[src/rtl/apb_master_bridge.sv]
// apb_master_bridge: single-request valid/ready port to APB3 initiator.
// One SETUP + ACCESS per request, with an optional ACCESS-phase timeout.
module apb_master_bridge #(
  parameter int ADDR_W         = 32,
  parameter int DATA_W         = 32,
  parameter int TIMEOUT_CYCLES = 256
) (
  input  logic              aclk,
  input  logic              resetn,
  input  logic              req_valid,
  output logic              req_ready,
  input  logic              req_write,
  input  logic [ADDR_W-1:0] req_addr,
  input  logic [DATA_W-1:0] req_wdata,
  output logic              rsp_valid,
  output logic [DATA_W-1:0] rsp_rdata,
  output logic              rsp_err,
  output logic              rsp_timeout,
  output logic [ADDR_W-1:0] M_APB_PADDR,
  output logic              M_APB_PSEL,
  output logic              M_APB_PENABLE,
  output logic              M_APB_PWRITE,
  output logic [DATA_W-1:0] M_APB_PWDATA,
  input  logic [DATA_W-1:0] M_APB_PRDATA,
  input  logic              M_APB_PREADY,
  input  logic              M_APB_PSLVERR
);

  localparam int CW =
    (TIMEOUT_CYCLES < 2) ? 1 : $clog2(TIMEOUT_CYCLES);
  localparam bit TO_EN = (TIMEOUT_CYCLES != 0);
  localparam logic [CW-1:0] LIMIT =
    TO_EN ? CW'(TIMEOUT_CYCLES - 1) : '0;

  typedef enum logic [1:0] {
    IDLE,
    SETUP,
    ACCESS
  } state_t;

  state_t            state;
  state_t            state_d;
  logic [CW-1:0]     cnt;
  logic [CW-1:0]     cnt_d;
  logic [ADDR_W-1:0] paddr_d;
  logic              psel_d;
  logic              penable_d;
  logic              pwrite_d;
  logic [DATA_W-1:0] pwdata_d;
  logic              rsp_valid_d;
  logic [DATA_W-1:0] rsp_rdata_d;
  logic              rsp_err_d;
  logic              rsp_timeout_d;

  // Gated by resetn so nothing is accepted while reset is held.
  assign req_ready = resetn && (state == IDLE);

  always_comb begin
    state_d       = state;
    cnt_d         = cnt;
    paddr_d       = M_APB_PADDR;
    psel_d        = M_APB_PSEL;
    penable_d     = M_APB_PENABLE;
    pwrite_d      = M_APB_PWRITE;
    pwdata_d      = M_APB_PWDATA;
    rsp_valid_d   = 1'b0;
    rsp_rdata_d   = rsp_rdata;
    rsp_err_d     = rsp_err;
    rsp_timeout_d = rsp_timeout;
    unique case (state)
      IDLE: begin
        if (req_valid && req_ready) begin
          paddr_d   = req_addr;
          pwrite_d  = req_write;
          if (req_write) begin
            pwdata_d = req_wdata;
          end
          psel_d    = 1'b1;
          penable_d = 1'b0;
          cnt_d     = '0;
          state_d   = SETUP;
        end
      end
      SETUP: begin
        penable_d = 1'b1;
        state_d   = ACCESS;
      end
      ACCESS: begin
        if (M_APB_PREADY) begin
          psel_d        = 1'b0;
          penable_d     = 1'b0;
          rsp_valid_d   = 1'b1;
          rsp_rdata_d   = M_APB_PWRITE ? '0 : M_APB_PRDATA;
          rsp_err_d     = M_APB_PSLVERR;
          rsp_timeout_d = 1'b0;
          state_d       = IDLE;
        end else if (TO_EN && (cnt == LIMIT)) begin
          psel_d        = 1'b0;
          penable_d     = 1'b0;
          rsp_valid_d   = 1'b1;
          rsp_rdata_d   = '0;
          rsp_err_d     = 1'b1;
          rsp_timeout_d = 1'b1;
          state_d       = IDLE;
        end else if (cnt != '1) begin
          cnt_d = cnt + CW'(1);
        end
      end
      default: begin
        state_d = IDLE;
      end
    endcase
  end

  always_ff @(posedge aclk or negedge resetn) begin
    if (!resetn) begin
      state         <= IDLE;
      cnt           <= '0;
      M_APB_PADDR   <= '0;
      M_APB_PSEL    <= 1'b0;
      M_APB_PENABLE <= 1'b0;
      M_APB_PWRITE  <= 1'b0;
      M_APB_PWDATA  <= '0;
      rsp_valid     <= 1'b0;
      rsp_rdata     <= '0;
      rsp_err       <= 1'b0;
      rsp_timeout   <= 1'b0;
    end else begin
      state         <= state_d;
      cnt           <= cnt_d;
      M_APB_PADDR   <= paddr_d;
      M_APB_PSEL    <= psel_d;
      M_APB_PENABLE <= penable_d;
      M_APB_PWRITE  <= pwrite_d;
      M_APB_PWDATA  <= pwdata_d;
      rsp_valid     <= rsp_valid_d;
      rsp_rdata     <= rsp_rdata_d;
      rsp_err       <= rsp_err_d;
      rsp_timeout   <= rsp_timeout_d;
    end
  end

endmodule

[config.mk]
export PLATFORM = sky130hd
export DESIGN_NAME = apb_master_bridge
export DESIGN_NICKNAME = d
export VERILOG_FILES = /design/src/rtl/apb_master_bridge.sv
export SDC_FILE = /design/constraint.sdc
export NUM_CORES = 1
export LEC_CHECK = 0
export CORE_MARGIN = 5
export CORE_UTILIZATION = 44
export DETAILED_ROUTE_END_ITERATION = 10
export PLACE_DENSITY = 0.86
export SLEW_MARGIN = 20
export SYNTH_ARGS = -nofsm -noshare
export SYNTH_HDL_FRONTEND = slang
export SYNTH_SLANG_ARGS = --single-unit
[constraint.sdc]
create_clock -name aclk -period 3.3 [get_ports aclk]
set_input_delay 0.495 -clock aclk [delete_from_list [all_inputs] [get_ports aclk]]
set_output_delay 0.495 -clock aclk [all_outputs]
set_load 0.02 [all_outputs]
* After elaboration in Yosys (flattened, before gate mapping)
Cells that the tools add are included.
** Operators by class
- $add $sub $neg :: 1
- Eq/ne operators :: 9
- Multiplexer cells :: 24
- Reductions and logical operators :: 13
** Operators by type and width (count)
- 32-bit 2-to-1 mux :: 3
- 8-bit 2-to-1 mux :: 4
- 8-bit one-hot mux with 2 select lines :: 1
- 1-bit 2-to-1 mux :: 10
- 3-bit AND reduction :: 3
- 8-bit by 1-bit adder with 8-bit output (second input constant) :: 1
- 8-bit == test (second input constant) :: 1
- 8-bit inequality test (second input constant) :: 1
- 2-bit 2-to-1 mux :: 3
- 2-bit inequality test (second input constant) :: 3
- 2-bit one-hot mux with 3 select lines :: 1
- 2-bit AND reduction :: 3
- 5-bit AND reduction :: 1
- 2-bit nonzero test :: 2
- 3-bit inequality test (second input constant) :: 1
- 1-bit one-hot mux with 3 select lines :: 1
- 3-bit nonzero test :: 1
- 2-bit by 1-bit == test with 1-bit output (second input constant) :: 1
- 2-bit == test (second input constant) :: 1
- 1-bit logical AND :: 2
- 2-bit logical NOT :: 1
- 2-bit by 1-bit inequality test with 1-bit output (second input constant) :: 1
- 1-bit one-hot mux with 2 select lines :: 1
** Storage, ports and cells
- Flip-flop bits (word level) :: 112
- Input port bits :: 102
- Output and inout bits :: 103
- Logic and storage cells :: 58

* Longest topological paths before layout
- Depth after elaboration :: 5
- Mapped depth :: 6
- Mapped depth without buffers :: 6

* Worst setup path before layout
OpenSTA, ideal clock, no wires.
- Path kind :: register -> register
- Start point :: reg cnt[0]
- End point :: reg cnt[3]
- Library setup time :: 126 ps
- Arrival :: 1516 ps
- Data required time :: 3174 ps
- Setup slack :: 1658 ps
- Cell stages (with the launch flop) :: 6
- Buffers on the path :: 0
- Period minus slack after synthesis :: 1642 ps
- Cell sequence :: dfrtp_1 > ha_1 > nand3_2 > o31a_1 > and3_1 > a221o_1
** Between the ends
- Cells in the longest elaborated chain, start to end :: 5
- Elaborated cells on any way between the ends :: 10
- Classes of those cells :: add/sub: 1; eq/ne: 4; mux: 4; reduce/logical: 1
** Ends and longest elaborated chain
- start: declaration :: line 43 : logic [CW-1:0] cnt;
- start signal: assignment :: line 130 : cnt <= cnt_d;
- 8-bit by 1-bit adder with 8-bit output :: line 106 : cnt_d = cnt + CW'(1);
- 8-bit 2-to-1 mux :: line 105 : end else if (cnt != '1) begin
- 8-bit 2-to-1 mux :: line 97 : end else if (TO_EN && (cnt == LIMIT)) begin
- 8-bit 2-to-1 mux :: line 89 : if (M_APB_PREADY) begin
- 8-bit one-hot mux with 2 select lines :: line 70 : unique case (state)
Parallel ways exist; a longest one is shown, timed or not. The select of a mux whose other input is x is not followed.
A chain may end at the register's enable or synchronous reset.

* Worst setup path in the final report
- Start point :: in resetn
- End point :: out req_ready
** Between the ends
- Cells in the longest elaborated chain, start to end :: 1
** Ends and longest elaborated chain
- start: declaration :: line 9 : input logic resetn,
- 1-bit logical AND :: line 56 : assign req_ready = resetn && (state == IDLE);
- end: declaration :: line 11 : output logic req_ready,
No other way between the ends.

==> results.json <==
{
  "drc": 0,
  "gp_congestion": 0.884,
  "fillers": 703,
  "slew_violations": 0,
  "grt_pass1_wl_mm": 17.6,
  "wirelength_mm": 11.3,
  "layout_commonest_cell": "clkdlybuf4s50_1",
  "syn_inst": 280,
  "grt_pass1_vias": 3383,
  "power.total_uw": 4810,
  "finalInstanceArea_um2": 6650,
  "overflow": 0,
  "layout_common_cells": "203 x clkdlybuf4s50_1, 112 x dfrtp_1, 44 x mux2_2, 33 x a22o_1, 20 x mux2_1",
  "hold_depth": 1,
  "wl_per_cell_um": 18.1,
  "hold_class": "register to register",
  "power_frac_clock_pct": 17.1,
  "rows": 36,
  "setup-violations-final": 0,
  "p_switching_uw": 1610,
  "synthTopCellsByArea": "dfrtp_1 66%, mux2_2 12%, a22o_1 6.8%",
  "min_period_ns": 2.56,
  "yosys.area.top_type": "dfrtp_1",
  "grt_max_degree": 77,
  "fmax_ghz": 0.391,
  "fp.coreArea_um2": 9590,
  "synth_top_area_share_pct": 65.7,
  "cts_made_buffers": 9,
  "start_kind": "input port",
  "p_seq_share_pct": 41.8,
  "leakage_uw": 0.00281,
  "power_frac_comb_pct": 41.1,
  "dp_hpwl_mm": 8.70,
  "fp.dieH_um": 108,
  "portBuffers": 204,
  "viasPerCell": 4.99,
  "first_pass_iters": 4,
  "cts_root_buffer": "clkbuf_8",
  "relSlewSlack_pct": 38.2,
  "swShare_pct": 33.4,
  "hold_viol_final": 0,
  "holdCritStartpoint": "M_APB_PWDATA[6]",
  "postSynth.asyncResetShare_pct": 100,
  "p_int_uw": 3200,
  "power.density_nw_per_um2": 724,
  "placed_area_um2": 6430,
  "synth.avg_cell_area_um2": 15.2,
  "die_w_um": 108,
  "min_period_over_period_pct": 77.5,
  "start_util_pct": 44.4,
  "rsz0062_at_grt": "false",
  "synth_seq_cells": 112,
  "synth_edf_count": 0,
  "maxCapViolations": 0,
  "ys_warn_count": 0,
  "nNetsFinal": 590,
  "synth_cell_types": 36,
  "drtIter0Drc": 100,
  "multi_input_area_um2": 1370,
  "irDropWorstVdd_mv": 0.365,
  "final.setup_skew_ns": 0.0174,
  "cp.required_ns": 2.80,
  "syn-num-nets": 383,
  "design.die.area_um2": 11800,
  "regArea_um2": 2800,
  "startpoint": "resetn",
  "clock_sinks": 112,
  "ys_seq_area_share_pct": 65.7,
  "clockBufferDepth": 2,
  "end_kind": "output port",
  "io_pins": 205,
  "antennaDiodeCount": 0,
  "cts_tree": "done",
  "clkLatencyLatePin_ns": 0.36,
  "cp.arrival_ns": 2.06,
  "track_usage_pct": 19.3,
  "tightestPinTransition_ns": 0.927,
  "detail-route-antenna-nets": 0,
  "crit_fanout": 7,
  "area.growth.synth_to_final_pct": 55.8,
  "rr_worst_depth": 4,
  "status": "complete, no violations",
  "crit_type": "input port to output port",
  "r2r_start": "state[0]",
  "post_cts_resized": 0,
  "vias": 3120,
  "drive_above_1_share_pct": 15.2,
  "setup_tns_ns": 0,
  "path_clk_slew_ns": 0.10,
  "synth_ff_type": "dfrtp_1",
  "synthesis.area_um2": 4260,
  "antenna_found_initial": 0,
  "htreeDepth": 3
}
-- state kept, by name (all words and copies together) (netlist names) --
| name | cells |
|---|---|
| M_APB_PWRITE | 1 |
| rsp_timeout | 1 |
| rsp_valid | 1 |
| rsp_rdata | 32 |
| cnt | 8 |
| state | 2 |
| M_APB_PWDATA | 32 |
| M_APB_PENABLE | 1 |
| M_APB_PADDR | 32 |
| M_APB_PSEL | 1 |
| rsp_err | 1 |
-- final timing paths --
path                                         to  slack [ns]
worst min-delay path            M_APB_PWDATA[6]        0.50
worst max-delay path                  req_ready        0.74
worst min register to register  M_APB_PWDATA[6]        0.50
max in group asynchronous          rsp_rdata[0]        1.20
min in group asynchronous              state[1]        0.54
worst max register to register           cnt[7]        1.19
-- kinds of logic after synthesis --
group,count (synthesis),synth area share [%]
buf+inv,18,2.23
fa+ha+maj,1,0.293
simple gates,32,4.69
compound gates,53,10.2
mux,64,16.9
flops,112,65.7
-- area by class of cell --
| class | instances | area share [%] |
|---|---|---|
| sequential | 112 | 42.2 |
| timing repair buffer | 210 | 31.4 |
| multi-input combinational | 150 | 20.7 |
| tap | 133 | 2.50 |
| clock buffer | 9 | 1.86 |
| clock inverter | 7 | 1.17 |
| inverter | 4 | 0.226 |
-- synth_stat cells, types with 2 or more instances --
master   count
nand2_1      3
nor3b_1      2
or3_1        2
a22o_1      33
mux2_1      20
and3_1       2
nor2_1       6
a21oi_1      2
buf_4        4
mux2_2      44
a221o_1      3
nor3_1       4
inv_1        4
dfrtp_1    112
nor2b_1      2
nand3_1      2
buf_2       10
o21ai_0      6
a21o_1       2
-- worst max-delay path, cell delays in order --
cell	delay [ns]
dlygate4sd3_1	0.58
buf_4	0.16
nor3b_1	0.19
clkdlybuf4s50_1	0.64
-- power groups by stage --
stage / logic [µW] / registers (µW) / clock network, µW
after floorplan: 413 / 2510 / 0
after global placement: 1960 / 2020 / 0
after detailed placement: 2010 / 2030 / 0
after CTS: 2010 / 2020 / 849
after global routing: 2090 / 2070 / 905
final: 1980 / 2010 / 824
-- layer usage --
metal  up-vias  part of all wire (%)  track usage [%]
li1       1432                     -                -
met1      1526                    40             23.8
met2       148                    49             32.0
met3        14                    10             7.40
met4         0                   1.3             5.14
met5         -                     0                0
-- per-stage QoR --
stage                     cells  worst slack (ns)  utilization (%)  hold WS (ns)
after floorplan             280              1.66                -         0.199
after global placement      608             0.848             67.1         0.302
after detailed placement    608             0.800             67.1         0.304
after CTS                   625             0.702             69.3         0.503
after global routing        625             0.640             69.3         0.517
final                       625             0.742             69.3         0.500
-- repair_timing --
item	4_1_cts	5_1_grt
buffers inserted	0	0
hold buffers	1	0
endpoints found under the hold margin	4	0
Note: power is estimated with default switching activity, not from simulation.
